File: src/rtl/uart_pkg.sv
`default_nettype none
// ============================================================================
//  Module      : uart_pkg
//  Description : Shared UART types and constants (transmitter and receiver).
//  Revision    : 1.0 - initial release
// ============================================================================
package uart_pkg;

    localparam logic [2:0] C_ST_IDLE   = 3'd0;
    localparam logic [2:0] C_ST_START  = 3'd1;
    localparam logic [2:0] C_ST_DATA   = 3'd2;
    localparam logic [2:0] C_ST_PARITY = 3'd3;
    localparam logic [2:0] C_ST_STOP   = 3'd4;

    typedef enum logic [2:0] {
        ST_IDLE   = C_ST_IDLE,
        ST_START  = C_ST_START,
        ST_DATA   = C_ST_DATA,
        ST_PARITY = C_ST_PARITY,
        ST_STOP   = C_ST_STOP
    } uart_state_e;

    localparam int PAR_NONE = 0;
    localparam int PAR_ODD  = 1;
    localparam int PAR_EVEN = 2;

    // Bits needed to hold the values 0..n-1.
    function automatic int cnt_width(input int n);
        return (n < 2) ? 1 : $clog2(n);
    endfunction

endpackage
`default_nettype wire

File: src/rtl/uart_bit_timer.sv
`default_nettype none
// ============================================================================
//  Module      : uart_bit_timer
//  Description : Counts oversample ticks and flags the last tick of each bit.
//  Revision    : 1.0 - initial release
// ============================================================================
module uart_bit_timer
    import uart_pkg::*;
#(
    parameter int OSR = 16
) (
    input  logic i_clk,
    input  logic i_rst,
    input  logic i_en,
    input  logic i_clear,
    output logic o_bit_end
);

    localparam int              C_CW   = cnt_width(OSR);
    localparam logic [C_CW-1:0] C_LAST = C_CW'(OSR - 1);
    localparam logic [C_CW-1:0] C_ONE  = C_CW'(1);

    logic [C_CW-1:0] r_cnt_q;
    logic [C_CW-1:0] w_cnt_d;
    logic            w_bit_end;

    // The bit-end flag is combinational so the FSM advances on the same edge
    // as the OSR-th tick.
    always_comb begin
        w_cnt_d   = r_cnt_q;
        w_bit_end = 1'b0;
        if (i_clear) begin
            w_cnt_d = '0;
        end else if (i_en) begin
            if (r_cnt_q == C_LAST) begin
                w_cnt_d   = '0;
                w_bit_end = 1'b1;
            end else begin
                w_cnt_d = r_cnt_q + C_ONE;
            end
        end
    end

    always_ff @(posedge i_clk) begin
        if (i_rst) begin
            r_cnt_q <= '0;
        end else begin
            r_cnt_q <= w_cnt_d;
        end
    end

    assign o_bit_end = w_bit_end;

endmodule
`default_nettype wire

File: src/rtl/uart_tx.sv
`default_nettype none
// ============================================================================
//  Module      : uart_tx
//  Description : Oversample-timed UART transmitter with optional parity.
//  Revision    : 1.0 - initial release
// ============================================================================
module uart_tx
    import uart_pkg::*;
#(
    parameter int OSR       = 16,
    parameter int DATA_BITS = 8,
    parameter int STOP_BITS = 2,
    parameter int PARITY    = 0
) (
    input  logic                 i_clk,
    input  logic                 i_rst,
    input  logic                 i_en,
    input  logic                 i_start,
    input  logic [DATA_BITS-1:0] i_data,
    output logic                 o_tx,
    output logic                 o_ready,
    output logic                 o_done
);

    localparam int              C_BMAX      = (DATA_BITS > STOP_BITS) ? DATA_BITS : STOP_BITS;
    localparam int              C_BW        = cnt_width(C_BMAX);
    localparam logic [C_BW-1:0] C_LAST_DATA = C_BW'(DATA_BITS - 1);
    localparam logic [C_BW-1:0] C_LAST_STOP = C_BW'(STOP_BITS - 1);
    localparam logic [C_BW-1:0] C_ONE       = C_BW'(1);
    localparam logic            C_HAS_PAR   = (PARITY != PAR_NONE);
    localparam logic            C_ODD       = (PARITY == PAR_ODD);

    generate
        if (OSR < 2 || DATA_BITS < 5 || DATA_BITS > 9 || STOP_BITS < 1 ||
            STOP_BITS > 2 || PARITY < PAR_NONE || PARITY > PAR_EVEN) begin : g_bad_params
            $error("uart_tx: invalid parameter set");
        end
    endgenerate

    uart_state_e          r_state_q, w_state_d;
    logic [DATA_BITS-1:0] r_shift_q, w_shift_d;
    logic [C_BW-1:0]      r_bit_q,   w_bit_d;
    logic                 r_par_q,   w_par_d;
    logic                 r_tx_q,    w_tx_d;
    logic                 r_ready_q, w_ready_d;
    logic                 r_done_q,  w_done_d;
    logic                 w_accept;
    logic                 w_bit_end;
    logic                 w_clear;

    assign w_accept = i_start && r_ready_q;
    // Holding the timer clear while idle means a tick coinciding with
    // acceptance is not counted.
    assign w_clear  = (r_state_q == ST_IDLE);

    uart_bit_timer #(
        .OSR (OSR)
    ) u_bit_timer (
        .i_clk     (i_clk),
        .i_rst     (i_rst),
        .i_en      (i_en),
        .i_clear   (w_clear),
        .o_bit_end (w_bit_end)
    );

    always_comb begin
        w_state_d = r_state_q;
        w_shift_d = r_shift_q;
        w_bit_d   = r_bit_q;
        w_par_d   = r_par_q;
        w_tx_d    = r_tx_q;
        w_ready_d = r_ready_q;
        w_done_d  = 1'b0;
        case (r_state_q)
            ST_IDLE: begin
                if (w_accept) begin
                    w_state_d = ST_START;
                    w_shift_d = i_data;
                    w_par_d   = (^i_data) ^ C_ODD;
                    w_bit_d   = '0;
                    w_tx_d    = 1'b0;
                    w_ready_d = 1'b0;
                end
            end
            ST_START: begin
                if (w_bit_end) begin
                    w_state_d = ST_DATA;
                    w_bit_d   = '0;
                    w_tx_d    = r_shift_q[0];
                end
            end
            ST_DATA: begin
                if (w_bit_end) begin
                    w_shift_d = {1'b0, r_shift_q[DATA_BITS-1:1]};
                    if (r_bit_q == C_LAST_DATA) begin
                        w_bit_d = '0;
                        if (C_HAS_PAR) begin
                            w_state_d = ST_PARITY;
                            w_tx_d    = r_par_q;
                        end else begin
                            w_state_d = ST_STOP;
                            w_tx_d    = 1'b1;
                        end
                    end else begin
                        w_bit_d = r_bit_q + C_ONE;
                        w_tx_d  = r_shift_q[1];
                    end
                end
            end
            ST_PARITY: begin
                if (w_bit_end) begin
                    w_state_d = ST_STOP;
                    w_bit_d   = '0;
                    w_tx_d    = 1'b1;
                end
            end
            ST_STOP: begin
                if (w_bit_end) begin
                    if (r_bit_q == C_LAST_STOP) begin
                        w_state_d = ST_IDLE;
                        w_bit_d   = '0;
                        w_ready_d = 1'b1;
                        w_done_d  = 1'b1;
                    end else begin
                        w_bit_d = r_bit_q + C_ONE;
                    end
                    w_tx_d = 1'b1;
                end
            end
            default: begin
                w_state_d = ST_IDLE;
                w_bit_d   = '0;
                w_tx_d    = 1'b1;
                w_ready_d = 1'b1;
            end
        endcase
    end

    always_ff @(posedge i_clk) begin
        if (i_rst) begin
            r_state_q <= ST_IDLE;
            r_shift_q <= '0;
            r_bit_q   <= '0;
            r_par_q   <= 1'b0;
            r_tx_q    <= 1'b1;
            r_ready_q <= 1'b1;
            r_done_q  <= 1'b0;
        end else begin
            r_state_q <= w_state_d;
            r_shift_q <= w_shift_d;
            r_bit_q   <= w_bit_d;
            r_par_q   <= w_par_d;
            r_tx_q    <= w_tx_d;
            r_ready_q <= w_ready_d;
            r_done_q  <= w_done_d;
        end
    end

    assign o_tx    = r_tx_q;
    assign o_ready = r_ready_q;
    assign o_done  = r_done_q;

endmodule
`default_nettype wire

File: config.mk
export PLATFORM = sky130hd
export DESIGN_NAME = uart_tx
export DESIGN_NICKNAME = d
export VERILOG_FILES = /design/src/rtl/uart_pkg.sv /design/src/rtl/uart_bit_timer.sv /design/src/rtl/uart_tx.sv
export SDC_FILE = /design/constraint.sdc
export NUM_CORES = 1
export LEC_CHECK = 0
export BUFFER_PORTS_ARGS = -buffer_cell sky130_fd_sc_hd__buf_4
export CAP_MARGIN = 20
export CORE_MARGIN = 1.5
export CORE_UTILIZATION = 45
export CTS_CLUSTER_SIZE = 24
export DETAILED_ROUTE_END_ITERATION = 16
export GPL_ROUTABILITY_DRIVEN = 1
export PLACE_DENSITY = 0.77
export SLEW_MARGIN = 20
export SYNTH_ARGS = -nofsm -noshare
export SYNTH_HDL_FRONTEND = slang
export SYNTH_HIERARCHICAL = 1
export SYNTH_SLANG_ARGS = --single-unit
File: constraint.sdc
create_clock -name i_clk -period 5.02 [get_ports i_clk]
set_clock_uncertainty 0.15 [all_clocks]
set_input_delay 0.753 -clock i_clk [delete_from_list [all_inputs] [get_ports i_clk]]
set_output_delay 0.753 -clock i_clk [all_outputs]
set_load 0.02 [all_outputs]
Word-level counts from Yosys, hierarchy flattened

Index checks and enable logic that the tools add are counted.

Register bits: 21
Input port bits: 12
Word-level logic and storage cells: 73
Output and inout port bits: 3

Add/sub/neg operators: 2
Bitwise logic cells: 3
Equality and inequality tests: 16
Reduce and logical (&&, ||, !) cells: 13
Multiplexer cells: 32

Operators by type and width:

| cell                                                  | number |
|---|---|
| two-way mux 3 bit                                     | 13 |
| two-way mux 8 bit                                     | 2 |
| one-hot mux 8 bit (2 select lines)                    | 1 |
| one-hot mux 3 bit (5 select lines)                    | 1 |
| inequality test 2 x 1 -> 1 bit, second input constant | 6 |
| one-hot mux 3 bit (4 select lines)                    | 1 |
| AND reduction 4 bit                                   | 3 |
| two-way mux 1 bit                                     | 11 |
| AND reduction 7 bit                                   | 1 |
| == test 3 x 1 -> 1 bit, second input constant         | 2 |
| == test 3 x 2 -> 1 bit, second input constant         | 2 |
| == test 3 bit, second input constant                  | 2 |
| inequality test 2 bit, second input constant          | 3 |
| OR reduction 2 bit                                    | 3 |
| OR reduction 3 bit                                    | 2 |
| adder 4 x 1 -> 4 bit, second input constant           | 1 |
| == test 4 bit, second input constant                  | 1 |
| two-way mux 4 bit                                     | 1 |
| one-hot mux 1 bit (4 select lines)                    | 1 |
| adder 3 x 1 -> 3 bit, second input constant           | 1 |
| zero test 3 bit                                       | 1 |
| NOT 1 bit                                             | 3 |
| one-hot mux 1 bit (3 select lines)                    | 1 |
| AND reduction 3 bit                                   | 1 |
| other kinds (2)                                       | 2 |

Depth between registers and ports, before layout

Depth after elaboration: 6
Mapped depth: 9
Depth with buffers taken out: 7

Modules after synthesis

The synthesis kept the hierarchy.

Modules (own cells, without submodules):

| module         | cells an instance | times used | seq. area each (µm²) | area an instance (µm²) |
|---|---|---|---|---|
| uart_tx        | 99                | 1          | 340.3                | 893.4 |
| uart_bit_timer | 19                | 1          | 80.1                 | 181.4 |

Worst setup path after synthesis

No wires, ideal clock.

Kind: register -> register
Start point: reg r_state_q[0]
End point: reg r_ready_q (netlist: o_ready)
Clock period less this slack: 2.282 ns
Setup time: 0.122 ns
Data arrival time: 2.010 ns
Cell stages (with the launch flop): 9
Data required time: 4.748 ns
Slack: 2.738 ns
Cells stage by stage: dfxtp_1 -> buf_4 -> or2_2 -> nor2_1 -> nor2_1 -> a211oi_1 -> a22o_2 -> a21oi_2 -> a221o_1

Longest elaborated chain between the ends: 4
Elaborated cells between the ends (all ways): 13
Those cells by class: eq/ne: 7; mux: 2; bitwise: 1; reduce/logical: 3

RTL lines:

| element                                  | RTL line             | RTL |
|---|---|---|
| start: declaration                       | uart_tx.sv:40        | `uart_state_e r_state_q, w_state_d;` |
| start signal: assignment                 | uart_tx.sv:149       | `r_state_q <= w_state_d;` |
| zero test 3 bit                          | n/a                  |  |
| named net w_clear                        | uart_tx.sv:49        | `logic w_clear;` |
| two-way mux 1 bit                        | uart_bit_timer.sv:32 | `if (i_clear) begin` |
| named net w_bit_end                      | uart_tx.sv:48        | `logic w_bit_end;` |
| inequality test 2 x 1 -> 1 bit (no line) | n/a                  |  |
| AND reduction 4 bit (no line)            | n/a                  |  |
| end signal: assignment                   | uart_tx.sv:154       | `r_ready_q <= w_ready_d;` |
| end: declaration                         | uart_tx.sv:45        | `logic r_ready_q, w_ready_d;` |

The timed path passes the listed nets, and every way through them passes these cells.
A chain may end at the register's enable or synchronous reset.

Worst setup path in the final report

Ends and elaborated chain as after synthesis.

==> results.ini <==
[clock_tree]
cts_tree=yes
postCtsHoldBufs=0
cts_num_sinks=21
ctsHtreeMaxLevel=1
post_cts_buffers=0
path_clk_slew_ns=0.13
cts_buffer_depth=2
clk_latency_ns=0.31
post_cts_resized=0
cts_buffers=3
root_buffer=clkbuf_4

[critical_path]
critPathArrivalTime_ns=2.60
critPathLaunchType=flop
critical_path.max_fanout=10
end_kind=flop
required_ns=5.09
cp.buffers_inverters=0
crit_slowest_cell=dfxtp_1
cpLargestDelayFamily=compound AO/OA/AOI/OAI gates
critPathMostFrequentCell=nor2_1
worst-setup-path-type=reg2reg
critical-path-max-stage-delay_ns=0.45
worstPathCellList=or2_2 -> nor2_1 -> nor2_1 -> a211oi_1 -> a22o_2 -> a21oi_2 -> a221o_1

[floorplanning]
die-area_sq_mm=0.00269
pin_count=15
coreArea_sq_mm=0.00223
die_w_microns=51.9
rows=17
die_h_microns=51.9
start_util_pct=48.1

[yosys]
yosys.area_share.simple_pct=22.5
yosys.area.top_type=dfxtp_1
ys_seq_area_share_pct=39.1
synth_top_family_by_area=simple AND/OR/NAND/NOR gates
synth_edf_count=0
syn_inst=118
synthTopCellsByCount=dfxtp_1, nor2_1, mux2i_1
yosys.cell_count.top_type=dfxtp_1
synth_nets=134
yosysTopAreaCellShare_pct=39.1
avgSynthCellArea_sq_um=9.11
synth_cell_type_count=36
synth_area_sq_mm=0.00107
muxShareOfSynthArea_pct=10.4
ys.flop_type=dfxtp_1
synthArstFlopShare_pct=0
yosysWarningCount=6
synthTopCellsByArea=dfxtp_1, mux2i_1, nor2_1
synth-xor-area-share_pct=2.44
ys_ff_latch=21
synth_compound_area_share_pct=16.5
synth_fa_ha_area_share_pct=4.66

[grt]
grt_use_total_pct=16.9
antenna_found_initial=0
busiest_layer=met2
grt.overflow.total=0
use_met1_pct=20.0
grt_pass1_vias=792
grt_use_met2_pct=27.2
grt_pass1_wl_mm=3.33
grt_max_degree=23
use_met3_pct=2.59

[power]
leakagePower_nw=0.451
p_per_area_mw_per_mm2=312
ir_drop_mv=0.180

[drt]
drt_iter0_markers=13
wl_per_cell_microns=12.4
viasPerCell=5.48
ant_nets=0
vias=871
drtPass1Iterations=4
remaining_drc_errors=0
drt_wl_total_mm=1.97

[final_layout]
syn2layout_area_growth_pct=13.2
stdcell_count=159
drive_above_1_share_pct=22.9
multi_input_area_sq_um=607
final_util_pct=54.5
nNetsFinal=148
nFillCells=209
final-seq-area_sq_um=420
diodes=0
final_cell_area_sq_mm=0.00122

[sta]
max-slew-margin-rel_pct=56.9
period_needed_ns=2.53
setup_slack_ns=2.49
max_clock_freq_mhz=395
tns_ns=0
hold_viol=0
maxSlewViolCount=0
rsz0062_at_grt=no
finalCritPeriodShare_pct=50.5
finalSetupViolations=0
tightest_slew_ns=0.644

[placed_design]
dp.cells=155
dp_hpwl_mm=1.42
placed_area_sq_mm=0.00119
pre_cts_slack_ns=2.47
gp_congestion=0.811
io_buffers=14

[min_path]
hp-class=reg2reg

[flow_run]
maxCapViolations=0

[status]
outcome=complete, no violations

## per-stage QoR
step / total power [mW] / hold WS [ns]
floorplan: 0.274 / 0.299
global placement: 0.293 / 0.310
detailed placement: 0.297 / 0.320
CTS: 0.383 / 0.337
global route: 0.403 / 0.367
finish: 0.380 / 0.335
## logic make-up after synthesis
kind of cell,count (synthesis)
compound gates,21
xor+xnor,3
fa+ha+maj,4
buf+inv,9
flops,21
mux,11
simple gates,49
## power breakdown
part / switching, mW / internal (mW)
logic: 0.0529 / 0.0438
registers: 0.0149 / 0.182
clock network: 0.0561 / 0.0304
## worst paths after layout
| check | to | slack, ns | from | depth (start not counted) |
|---|---|---|---|---|
| worst max-delay path | o_ready | 2.49 | r_state_q[0] | 7 |
| worst max register to register | o_ready | 2.49 | r_state_q[0] | 7 |
| worst min register to register | r_bit_q[1] | 0.33 | r_bit_q[1] | 2 |
| worst min-delay path | r_bit_q[1] | 0.33 | r_bit_q[1] | 2 |
## layout make-up
| class | count | area share (%) |
|---|---|---|
| tap | 28 | 2.88 |
| inverter | 3 | 0.926 |
| timing repair buffer | 15 | 9.26 |
| multi-input combinational | 88 | 49.9 |
| clock buffer | 3 | 1.85 |
| sequential | 21 | 34.6 |
| clock inverter | 1 | 0.617 |
## placed cells by master, fill, tap and decap left out, types with 2 or more instances in the layout
| master | instances |
|---|---|
| a211oi_1 | 5 |
| a211oi_2 | 3 |
| a21oi_1 | 4 |
| buf_4 | 15 |
| clkbuf_4 | 3 |
| dfxtp_1 | 21 |
| ha_1 | 4 |
| inv_1 | 3 |
| mux2i_1 | 10 |
| nand2_1 | 7 |
| nand2b_1 | 3 |
| nand3_1 | 3 |
| nand3b_1 | 2 |
| nand4_1 | 4 |
| nor2_1 | 18 |
| nor2b_1 | 2 |
| nor3_1 | 5 |
| or2_2 | 2 |
| xor2_1 | 2 |
## tightest hold or removal path: stages (launching register included)
cell	delay [ns]
dfxtp_1	0.35
nand2_1	0.06
a21oi_1	0.05
## registers in the layout, summed over array words and instances, names as in the netlist
signal,count
u_bit_timer/r_cnt_q,4
o_ready,1
o_tx,1
r_state_q,3
r_bit_q,3
r_shift_q,8
o_done,1
## layer usage
metal	share of wire, %	vias to the layer above	wire length, microns
met2	46	22	917
met1	46	399	906
li1	-	443	-
met3	4.4	7	87
met4	3.1	0	61
met5	0	-	0
Power figures use the tool's default switching activity.
